File: config.mk
export PLATFORM = sky130hd
export DESIGN_NAME = sqrt_sequencer
export DESIGN_NICKNAME = d
export VERILOG_FILES = /design/src/rtl/sqrt_seq_pkg.sv /design/src/rtl/sqrt_sequencer.sv
export SDC_FILE = /design/constraint.sdc
export NUM_CORES = 1
export LEC_CHECK = 0
export ABC_AREA = 1
export BUFFER_PORTS_ARGS = -buffer_cell sky130_fd_sc_hd__buf_2
export CORE_MARGIN = 2
export CORE_UTILIZATION = 45
export DETAILED_ROUTE_END_ITERATION = 10
export PLACE_DENSITY = 0.63
export SLEW_MARGIN = 40
export SYNTH_ARGS = -nofsm -noshare
export SYNTH_HDL_FRONTEND = slang
export SYNTH_SLANG_ARGS = --single-unit
File: constraint.sdc
create_clock -name clk -period 2 [get_ports clk]
set_clock_uncertainty 0.1 [all_clocks]
set_input_delay 0.4 -clock clk [delete_from_list [all_inputs] [get_ports clk]]
set_output_delay 0.4 -clock clk [all_outputs]
set_load 0.005 [all_outputs]
File: src/rtl/sqrt_seq_pkg.sv
// Shared definitions for the integer square-root sequencer.
//   state_e      : sequencer states (14)
//   ALU_*        : ALU opcode encodings driven on ALU_Op
//   R1..R7       : register-file indices used by the algorithm
//   SEL_*        : load_sel_o codes for the constant mux feeding data_i
package sqrt_seq_pkg;

  typedef enum logic [3:0] {
    S_IDLE,
    S_LD_N,
    S_LD_ODD,
    S_LD_ONE,
    S_LD_TWO,
    S_CLR_Q,
    S_CLR_Z,
    S_CHK,
    S_SUB,
    S_INC_Q,
    S_INC_ODD,
    S_OUT,
    S_DONE,
    S_ERR
  } state_e;

  localparam logic [1:0] ALU_ADD = 2'b00;
  localparam logic [1:0] ALU_SUB = 2'b01;
  localparam logic [1:0] ALU_AND = 2'b10;
  localparam logic [1:0] ALU_OR  = 2'b11;

  // R1 remainder, R2 current odd, R3 constant 2, R4 quotient,
  // R6 constant 1, R7 constant 0
  localparam logic [2:0] R0 = 3'd0;
  localparam logic [2:0] R1 = 3'd1;
  localparam logic [2:0] R2 = 3'd2;
  localparam logic [2:0] R3 = 3'd3;
  localparam logic [2:0] R4 = 3'd4;
  localparam logic [2:0] R5 = 3'd5;
  localparam logic [2:0] R6 = 3'd6;
  localparam logic [2:0] R7 = 3'd7;

  localparam logic [1:0] SEL_N   = 2'd0;
  localparam logic [1:0] SEL_ONE = 2'd1;
  localparam logic [1:0] SEL_TWO = 2'd2;

endpackage

File: src/rtl/sqrt_sequencer.sv
// Control FSM for the square-root datapath. Computes floor(sqrt(N)) by
// repeatedly subtracting successive odd numbers from N in the register file
// and counting successful subtractions.
// Ports:
//   clk, rst            : clock (rising edge), async active-high reset
//   start_i             : request, sampled only in IDLE
//   negative_i, zero_i  : ALU flags (zero_i is not needed by this algorithm)
//   IE, WE, OE          : register-file input select / write enable, output capture
//   ADDR_WR/RDA/RDB     : register-file addresses
//   ALU_Op              : ALU opcode
//   load_sel_o          : data_i source (N, const 1, const 2)
//   busy_o, done_o, error_o : host handshake
module sqrt_sequencer
  import sqrt_seq_pkg::*;
#(
  parameter int MAX_ITER = 46341,
  parameter int ITER_W   = 16
) (
  input  logic       clk,
  input  logic       rst,
  input  logic       start_i,
  input  logic       negative_i,
  input  logic       zero_i,
  output logic       IE,
  output logic       WE,
  output logic       OE,
  output logic [2:0] ADDR_WR,
  output logic [2:0] ADDR_RDA,
  output logic [2:0] ADDR_RDB,
  output logic [1:0] ALU_Op,
  output logic [1:0] load_sel_o,
  output logic       busy_o,
  output logic       done_o,
  output logic       error_o
);

  localparam logic [ITER_W-1:0] ITER_LIMIT = ITER_W'(MAX_ITER);

  state_e            state_q, state_d;
  logic [ITER_W-1:0] iter_q, iter_d;

  logic unused_zero;
  assign unused_zero = zero_i;

  always_ff @(posedge clk or posedge rst) begin
    if (rst) begin
      state_q <= S_IDLE;
      iter_q  <= '0;
    end else begin
      state_q <= state_d;
      iter_q  <= iter_d;
    end
  end

  always_comb begin
    state_d    = state_q;
    iter_d     = iter_q;
    IE         = 1'b0;
    WE         = 1'b0;
    OE         = 1'b0;
    ADDR_WR    = R0;
    ADDR_RDA   = R0;
    ADDR_RDB   = R0;
    ALU_Op     = ALU_ADD;
    load_sel_o = SEL_N;
    busy_o     = (state_q != S_IDLE);
    done_o     = 1'b0;
    error_o    = 1'b0;

    case (state_q)
      S_IDLE: begin
        if (start_i) state_d = S_LD_N;
      end
      S_LD_N: begin
        IE = 1'b1; WE = 1'b1; ADDR_WR = R1; load_sel_o = SEL_N;
        state_d = S_LD_ODD;
      end
      S_LD_ODD: begin
        IE = 1'b1; WE = 1'b1; ADDR_WR = R2; load_sel_o = SEL_ONE;
        state_d = S_LD_ONE;
      end
      S_LD_ONE: begin
        IE = 1'b1; WE = 1'b1; ADDR_WR = R6; load_sel_o = SEL_ONE;
        state_d = S_LD_TWO;
      end
      S_LD_TWO: begin
        IE = 1'b1; WE = 1'b1; ADDR_WR = R3; load_sel_o = SEL_TWO;
        state_d = S_CLR_Q;
      end
      // No direct zero load exists: 1 - 1 through the ALU yields zero.
      S_CLR_Q: begin
        WE = 1'b1; ADDR_WR = R4; ADDR_RDA = R2; ADDR_RDB = R6; ALU_Op = ALU_SUB;
        state_d = S_CLR_Z;
      end
      S_CLR_Z: begin
        WE = 1'b1; ADDR_WR = R7; ADDR_RDA = R2; ADDR_RDB = R6; ALU_Op = ALU_SUB;
        state_d = S_CHK;
      end
      // N - 0 exposes the sign of N on negative_i without writing anything.
      S_CHK: begin
        ADDR_RDA = R1; ADDR_RDB = R7; ALU_Op = ALU_SUB;
        iter_d   = '0;
        state_d  = negative_i ? S_ERR : S_SUB;
      end
      // Remainder - odd: the write is suppressed when it would go negative
      // (we are finished) or when the iteration budget is exhausted.
      S_SUB: begin
        ADDR_WR = R1; ADDR_RDA = R1; ADDR_RDB = R2; ALU_Op = ALU_SUB;
        if (negative_i) begin
          state_d = S_OUT;
        end else if (iter_q == ITER_LIMIT) begin
          state_d = S_ERR;
        end else begin
          WE      = 1'b1;
          iter_d  = iter_q + 1'b1;
          state_d = S_INC_Q;
        end
      end
      S_INC_Q: begin
        WE = 1'b1; ADDR_WR = R4; ADDR_RDA = R4; ADDR_RDB = R6; ALU_Op = ALU_ADD;
        state_d = S_INC_ODD;
      end
      S_INC_ODD: begin
        WE = 1'b1; ADDR_WR = R2; ADDR_RDA = R2; ADDR_RDB = R3; ALU_Op = ALU_ADD;
        state_d = S_SUB;
      end
      // Quotient + 0 routes R4 through the ALU into the output register.
      S_OUT: begin
        OE = 1'b1; ADDR_RDA = R4; ADDR_RDB = R7; ALU_Op = ALU_ADD;
        state_d = S_DONE;
      end
      S_DONE: begin
        done_o  = 1'b1;
        state_d = S_IDLE;
      end
      S_ERR: begin
        done_o  = 1'b1;
        error_o = 1'b1;
        state_d = S_IDLE;
      end
      default: state_d = S_IDLE;
    endcase
  end

endmodule

; Word level (Yosys, flattened, before mapping)
; Cells that the tools add are included.
; Widths: inputs -> output; s select.
[totals]
ff_bits = 20
inputBits = 5
[classes]
muxes = 20
n_eq_ne = 17
n_reduce_logical = 17
n_addsub = 1
[ops]
columns = op, count
row1 = $pmux 4 s12, 1
row2 = $mux 16, 2
row3 = $pmux 16 s2, 1
row4 = $eq 4x4->1 const B, 6
row5 = $pmux 3 s6, 1
row6 = $add 16x1->16 const B, 1
row7 = $eq 16x16->1 const B, 1
row8 = $eq 4x3->1 const B, 4
row9 = $reduce_or 2->1, 8
row10 = $pmux 3 s4, 1
row11 = $mux 3, 3
row12 = $pmux 3 s3, 1
row13 = $eq 4x2->1 const B, 2
row14 = $reduce_or 4->1, 2
row15 = $reduce_or 8->1, 1
row16 = $mux 1, 7
row17 = $ne 2x2->1 const B, 3
row18 = $reduce_or 3->1, 2
row19 = $eq 4x1->1 const B, 1
row20 = $logic_not 4->1, 1
row21 = $mux 4, 1
row22 = $pmux 2 s2, 1
row23 = $reduce_bool 4->1, 1
row24 = $reduce_and 3->1, 1
row25 = other kinds (2), 2

; Depth between registers and ports, before layout
; Gate-level depths: netlist of run 1.
[depth]
ltp_word = 4
mapped_depth = 9

; Least setup slack after synthesis of run 1
; OpenSTA, ideal clock, no wires.
[synth_timing]
path_type = register to output
startpoint = register iter_q[1]
endpoint = output port WE
setup_slack_ps = 358
stages_incl_launch_ff = 8
t_arrival_ps = 1142
path_cell_list = dfrtp_1 > inv_1 > ha_1 > nand3_1 > nor2_1 > nand2_2 > nand2_4 > nand2_1
[synth_between]
elab_chain_cells = 4
[synth_rtl]
columns = element, line_no
row1 = start: declaration, sqrt_sequencer.sv:40  ; logic [ITER_W-1:0] iter_q, iter_d;
row2 = start signal: assignment, sqrt_sequencer.sv:51  ; iter_q <= iter_d;
row3 = $eq 16x16->1, sqrt_sequencer.sv:111  ; end else if (iter_q == ITER_LIMIT) begin
row4 = $mux 1, sqrt_sequencer.sv:111
row5 = $mux 1, sqrt_sequencer.sv:109  ; if (negative_i) begin
row6 = $pmux 1 s2, sqrt_sequencer.sv:70  ; case (state_q)
row7 = end: declaration, sqrt_sequencer.sv:25  ; output logic WE,
; Every way passes these cells.

; Worst setup path after layout of run 1
[layout_timing]
startpoint = register state_q[1]
endpoint = output port WE
[layout_between]
elab_chain_cells = 3
word_cells_on_any_way = 11
classes_between = eq/ne (9) / mux (1) / reduce/logical (1)
[layout_rtl]
columns = element, line_no
row1 = start: declaration, sqrt_sequencer.sv:39  ; state_e state_q, state_d;
row2 = start signal: assignment, sqrt_sequencer.sv:50  ; state_q <= state_d;
row3 = $eq 4x4->1 (tied with other cells), sqrt_sequencer.sv:70
row4 = $reduce_or 8->1 (no source line), n/a
row5 = $pmux 1 s2 *, sqrt_sequencer.sv:70
; Mark *: on every way between the ends. The rest lies on a longest branch, timed or not.

==> results of run 1 <==
per-layer routing:
metal | GRT usage, % | up-vias | share of wire, %
met4 | 6.91 | 0 | 1.7
li1 | - | 869 | -
met1 | 29.3 | 779 | 44
met3 | 2.60 | 10 | 5.0
met2 | 38.4 | 55 | 49
met5 | 0 | - | 0
what timing repair did:
item,in CTS,in global routing
endpoints found under the setup margin,5,8
hold endpoints to repair,20,0
hold buffers,1,0
pin swaps,5,9
gates resized for setup,16,19
buffers inserted,9,7
layout make-up:
type                            instances  area (um^2)
Fill cell                             306         1310
Clock buffer                            3         22.5
Tap cell                               46         57.6
Timing Repair Buffer                   50          333
Multi-Input combinational cell        182         1010
Clock inverter                          1         30.0
Inverter                               35          141
Sequential cell                        20          505
logic make-up after synthesis:
logic type,Yosys count
simple gates,156
buf+inv,43
flops,20
compound gates,19
xor+xnor,4
fa+ha+maj,2
other cells,1
registers in the layout, indices dropped and copies added (netlist names):
name     count
iter_q      16
state_q      4
worst register-to-register path, delay by kind of cell (launching register included):
kind	cells	cell delay [ns]
AO/OA/AOI/OAI	1	0.06
buffers and inverters	3	0.40
flip-flops	1	0.51
AND/OR/NAND/NOR	6	0.62
per-stage QoR:
| stage | utilization, % | instances |
|---|---|---|
| final | 61.6 | 337 |
| after detailed placement | 53.8 | 316 |
| after global placement | 53.8 | 316 |
| after floorplan | - | 245 |
| after CTS | 58.6 | 330 |
| after global routing | 61.6 | 337 |
cell usage in the layout, fill, tap and decap left out, drive strengths merged:
cell type and instances:
nor2 42, a21oi 2, o21ai 14, buf 49, nand2 74, nand4 8
ha 2, conb 1, bufinv 1, nor3 4, inv 35, o22ai 2
clkbuf 3, dfrtp 20, nand3 28, o221ai 1, dlygate4sd3 1, xor2 3
xnor2 1
power by group through the flow:
stage,registers [uW],clock network (uW),logic (uW)
floorplan,628,0,791
global placement,657,0,1120
detailed placement,657,0,1120
CTS,644,355,1300
global route,682,371,1720
finish,668,349,1570
worst min-delay path by stage:
stage	start	slack (ns)	end	cells after the start
floorplan	rst	0.26	iter_q[0]	1
global placement	rst	0.35	iter_q[12]	3
detailed placement	rst	0.35	iter_q[12]	3
CTS	start_i	0.22	state_q[0]	3
global route	start_i	0.22	state_q[0]	3
finish	start_i	0.23	state_q[0]	3
==> results by group, run 1 <==
Outcome
  • Outcome: complete, but fails checks
  • Violations in the final reports: setup timing

Detailed routing
  • Post-DR vias/cell: 5.08
  • Average wire per standard cell: 12.9 um
  • Drc violations: 0
  • 1st-iter DRT viols: 82
  • Detailed-route via count: 1713
  • Number of iterations in the first detailed-routing pass: 4
  • Detail Route Antenna Nets: 0
  • Final Routed Wirelength: 4350 um

Clock tree
  • CTS HTree Levels: 1
  • Clock-pin transition on the worst setup and hold timing paths: 0.12 ns
  • Clock latency on the worst-skew pair: 0.32 ns
  • Clock tree from TritonCTS: yes
  • Clock Sink Count: 20
  • CTS Buf Count: 3
  • CTS Root Cell: clkbuf_4
  • Buffer levels on the longest clock path: 2

Power
  • Overall power of the completed layout: 2590 uW
  • Net switching power: 1180 uW
  • Worst IR drop on VDD: 1020 uV
  • Combinational fraction of design power: 60.7%
  • Total power per unit cell area: 1230 mW/mm^2
  • Clock share of power: 13.5%
  • Portion of total power attributed to sequential cells: 25.8%
  • Share of total power consumed by net switching: 45.6%
  • Cell-internal power: 1410 uW
  • Static Leakage: 0.00105 uW

Cells and area
  • Nets: 299
  • Synth-to-layout area growth: 27.9%
  • Design Area, Final: 0.00210 mm^2
  • Ratio of cells with drive above 1 in the final layout: 37.1%
  • Antenna diodes: 0

Min path
  • Worst Hold Class: input pin to flip-flop

Timing
  • Final-layout setup total negative slack: -0.254 ns
  • Worst hold slack: 0.226 ns
  • PnR worst setup slack: -0.0845 ns
  • Clock period minus final worst setup slack: 2.08 ns
  • RSZ-0062 raised after global routing: yes
  • Period utilisation layout: 104%
  • Maximum clock rate: 0.480 GHz
  • Final setup vio count: 5
  • Final Hold Fails: 0
  • Max-slew violation total from the final report: 0

Logic synthesis
  • Main combinational cell family by area after synthesis: simple AND/OR/NAND/NOR gates
  • Cells after Synth: 245
  • Post-Synth XOR/XNOR Area: 2.13%
  • Number of nets in the synthesized netlist: 252
  • Number of register bits inferred by synthesis: 20
  • Synthesized area per cell: 6.71 um^2
  • Proportion of netlist area held by the largest area contributor: 30.4%
  • Number of warnings reported in the yosys synthesis log: 0
  • Simple-gate share of the synthesized area: 46.6%
  • Post-synthesis sequential area ratio: 30.4%
  • Fraction of registers with async set/reset: 100%
  • Cell type with the highest aggregate area in the netlist: dfrtp_1
  • Synthesized-area fraction occupied by adder cells: 1.52%
  • Fraction of synthesized area in multiplexers: 0%
  • Leading register cell type out of synthesis: dfrtp_1
  • Cells taking the most area after synthesis: dfrtp_1, nand2_1, nor2_1
  • Number of enable flip-flop cells after synthesis: 0
  • Post-synth design cell area: 0.00164 mm^2
  • Most instantiated library cell after synthesis: nand2_1
  • Most instantiated cells after synthesis: nand2_1, nor2_1, inv_1
  • Synth Area in Compound Gates: 7.31%
  • Number of unique standard cell types used by synthesis: 29

Worst setup path
  • Crit path launch: state_q[1]
  • Worst reg-to-reg path cell count: 10
  • Worst reg2reg path endpoint: iter_q[4]
  • Cells traversed along the worst timing path: inv_4 > nand2_4 > nor2_2 > nor2_2 > nand3_2 > nor3_2 > nand2_1 > buf_2
  • Number of cells on the critical path: 8
  • Capture point of the critical path: WE
  • Endpoint type of the worst setup path: output pin
  • Cell with the largest stage delay on the worst path: dfrtp_2
  • Maximum fanout count along the critical path: 5
  • Peak per-stage delay on the critical path: 0.50 ns
  • Startpoint type of the worst setup path: flip-flop
  • Arrival time of data at the critical path endpoint: 1.58 ns
  • Critical path buffer and inverter count: 2
  • Delay-heaviest family, CP: simple AND/OR/NAND/NOR gates
  • Flop2flop setup slack: 0.26 ns
  • Critical Path RT: 1.50 ns
  • Most common cell on crit path: nor2_2
  • Worst flop-to-flop path startpoint: state_q[1]
  • Critical path type: flip-flop to output pin

Die
  • I/O pins: 24
  • Horizontal die dimension: 64.4 um
  • Initial cell density of the core: 48.1%
  • Row cnt: 21
  • Die height: 64.4 um
  • Core box area: 0.00342 mm^2
  • Die ar.: 0.00415 mm^2

GRT
  • Initial antenna violation count: 0
  • Global route total overflow: 0
  • Total routing usage reported by global routing: 22.3%
  • Number of global-route vias before repair: 1588
  • Wire length of the first global-routing pass: 7290 um
  • Maximum number of pins on one net before global-route repair: 21

Place
  • Cell area after placement: 0.00184 mm^2
  • Count of input and output buffers: 21
  • Routability congestion estimate: 0.893
  • Detailed placer's ending HPWL: 2920 um
  • Worst setup timing slack at the placement stage: 0.151 ns

Run
  • Max Cap Viol: 0
Note: power is estimated with default switching activity, not from simulation.
==> run 2: changes to the inputs <==
Settings changed: PLACE_DENSITY 0.63 to 0.66, SKIP_LAST_GASP set to 1, TNS_END_PERCENT set to 30.
Clock period 2 ns to 1.75 ns, I/O delays scaled along.
==> run 2 against run 1 <==
The flow still finishes with violations (setup timing); via count decreased by 0.41%; first-iteration DRC count increased by 39%; critical endpoint is now ADDR_WR[2]; die area unchanged; sequential cell count unchanged; combinational power increased by 23%; sequential power increased by 9.9%; core utilization increased by 2.9 points; setup slack got worse by 0.21 ns.
==> results by group, run 2 (synthesized netlist as in run 1, its figures left out) <==
Cells and area
  • Fillers: 318 (was 306)
  • Most flop-heavy register: iter_q (unchanged)
  • Largest register FFs: 16 (unchanged)
  • Most common cell after layout, fill and taps aside: nand2_1 (unchanged)
  • Antenna diodes: 0 (unchanged)
  • Highest-count cells in the layout ignoring fill and taps: nand2_1, buf_4, nor2_1, inv_1, nand3_1 (was nand2_1, nor2_1, buf_4, inv_1, nand3_1)
  • Nets: 309 (was 299)
  • Core Util, Final: 64.5% (was 61.6%)
  • Synth-to-layout area growth: 34.0% (was 27.9%)
  • Reg area: 504 um^2 (was 505 um^2)
  • Ratio of cells with drive above 1 in the final layout: 39.5% (was 37.1%)
  • Combined area of the multi-input logic cells: 0.00104 mm^2 (was 0.00101 mm^2)
  • Biggest registers after layout: iter_q: 16 flops, state_q: 4 flops (unchanged)
  • Final cell count without fillers: 347 (was 337)

Timing
  • Final-layout setup total negative slack: -2.38 ns (was -0.254 ns)
  • Max-slew violation total from the final report: 0 (unchanged)
  • Maximum clock rate: 0.490 GHz
  • Clock period minus final worst setup slack: 2.04 ns
  • Final setup vio count: 15 (was 5)
  • Period utilisation layout: 117%
  • PnR worst setup slack: -0.291 ns (was -0.0845 ns)
  • RSZ-0062 raised after global routing: yes (unchanged)
  • Worst hold slack: 0.176 ns (was 0.226 ns)
  • Final Hold Fails: 0 (unchanged)

Place
  • Routability congestion estimate: 0.922 (was 0.893)
  • Count of input and output buffers: 21 (unchanged)
  • Placed instance count: 326 (was 316)
  • Detailed placer's ending HPWL: 2920 um (about the same)

Clock tree
  • Clock tree from TritonCTS: yes (unchanged)
  • Clock-pin transition on the worst setup and hold timing paths: 0.11 ns (was 0.12 ns)
  • Clock latency on the worst-skew pair: 0.31 ns (was 0.32 ns)
  • Clock Sink Count: 20 (unchanged)
  • Buffer levels on the longest clock path: 2 (unchanged)
  • CTS HTree Levels: 1 (unchanged)
  • CTS Buf Count: 3 (unchanged)
  • CTS Root Cell: clkbuf_4 (unchanged)

Outcome
  • Outcome: complete, but fails checks (unchanged)
  • Violations in the final reports: setup timing (unchanged)

GRT
  • Global route total overflow: 0 (unchanged)
  • Initial antenna violation count: 0 (unchanged)
  • Number of global-route vias before repair: 1619 (was 1588)
  • Maximum number of pins on one net before global-route repair: 21 (unchanged)
  • Wire length of the first global-routing pass: 7090 um (was 7290 um)
  • Total routing usage reported by global routing: 21.5% (was 22.3%)

Detailed routing
  • Final Routed Wirelength: 4180 um (was 4350 um)
  • Number of iterations in the first detailed-routing pass: 4 (unchanged)
  • Average wire per standard cell: 12.0 um (was 12.9 um)
  • Detailed-route via count: 1706 (was 1713)
  • Post-DR vias/cell: 4.92 (was 5.08)
  • Detail Route Antenna Nets: 0 (unchanged)
  • 1st-iter DRT viols: 114 (was 82)
  • Drc violations: 0 (unchanged)

Power
  • Worst IR drop on VDD: 1010 uV (was 1020 uV)
  • Total power per unit cell area: 1340 mW/mm^2 (was 1230 mW/mm^2)
  • Overall power of the completed layout: 2950 uW (was 2590 uW)
  • Static Leakage: 0.00111 uW (was 0.00105 uW)

Worst setup path
  • Worst reg-to-reg path cell count: 8 (was 10)
  • Endpoint type of the worst setup path: output pin (unchanged)
  • Arrival time of data at the critical path endpoint: 1.59 ns (was 1.58 ns)
  • Worst reg2reg path endpoint: iter_q[5] (was iter_q[4])
  • Flop2flop setup slack: 0.02 ns (was 0.26 ns)
  • Maximum fanout count along the critical path: 8 (was 5)
  • Startpoint type of the worst setup path: flip-flop (unchanged)
  • Critical path type: flip-flop to output pin (unchanged)
  • Critical Path RT: 1.30 ns (was 1.50 ns)
  • Worst flop-to-flop path startpoint: state_q[2] (was state_q[1])

Die
  • Row cnt: 21 (unchanged)
  • Core box area: 0.00342 mm^2 (unchanged)
  • Die ar.: 0.00415 mm^2 (unchanged)
  • Horizontal die dimension: 64.4 um (unchanged)
  • Initial cell density of the core: 48.1% (unchanged)
  • I/O pins: 24 (unchanged)
  • Die height: 64.4 um (unchanged)

Min path
  • Hold path start: start_i (unchanged)
  • Count of cells along the worst hold path: 3 (unchanged)
  • Worst Hold Class: input pin to flip-flop (unchanged)
  • Worst Hold Path EP: state_q[0] (unchanged)

Run
  • Max Cap Viol: 0 (unchanged)
[run 2: changes by cell type in the layout (fill, tap and decap cells not counted), sizes merged]
cell    before  now
bufinv       1    0
clkbuf       3    4
buf         49   59
[run 2: repair_timing]
item / CTS / global route
buffers inserted: 12 / 4
gates resized for setup: 20 / 19
cloned: 0 / 0
hold endpoints to repair: 20 / 0
hold buffers: 1 / 0
setup endpoints to repair: 15 / 20
pin swaps: 11 / 11
[run 2: layout make-up]
type / count / area share (%)
Multi-Input combinational cell: 182 / 47.3
Clock buffer: 4 / 1.65
Tap cell: 46 / 2.61
Sequential cell: 20 / 22.9
Timing Repair Buffer: 60 / 19.3
Inverter: 35 / 6.30
[run 2: how the worst max path moves through the flow]
| stage | from | slack (ns) | end | cells after the start |
|---|---|---|---|---|
| after detailed placement | state_q[2] | 0.03 | WE | 8 |
| final | state_q[2] | -0.29 | ADDR_WR[2] | 7 |
| after floorplan | iter_q[1] | 0.16 | WE | 7 |
| after CTS | state_q[1] | -0.24 | WE | 8 |
| after global routing | state_q[1] | -0.38 | WE | 8 |
| after global placement | state_q[1] | 0.03 | WE | 8 |
[run 2: power breakdown]
part | leakage [uW] | switching [uW] | internal, uW
Clock | 0.0000210 | 153 | 127
Combinational | 0.000825 | 1030 | 898
Sequential | 0.000267 | 150 | 584
[run 2: per-layer routing]
layer / vias to the layer above / wire [um] / GRT usage [%]
met4: 0 / 61 / 5.32
met3: 8 / 174 / 3.99
li1: 884 / - / -
met1: 769 / 1890 / 28.5
met2: 45 / 2060 / 36.5
met5: - / 0 / 0
[run 2: per-stage QoR]
step                area (um^2)  setup WS, ns
finish                     2200        -0.291
global route               2200        -0.376
CTS                        2100        -0.239
detailed placement         1910        0.0307
global placement           1910        0.0317
floorplan                  1640         0.158
[run 2: worst max-delay path, cell delays in order (launching register included)]
cell	delay [ns]
dfrtp_2	0.47
buf_4	0.16
nor2_4	0.17
inv_2	0.10
o21ai_1	0.16
inv_1	0.08
nand2_1	0.05
buf_2	0.10
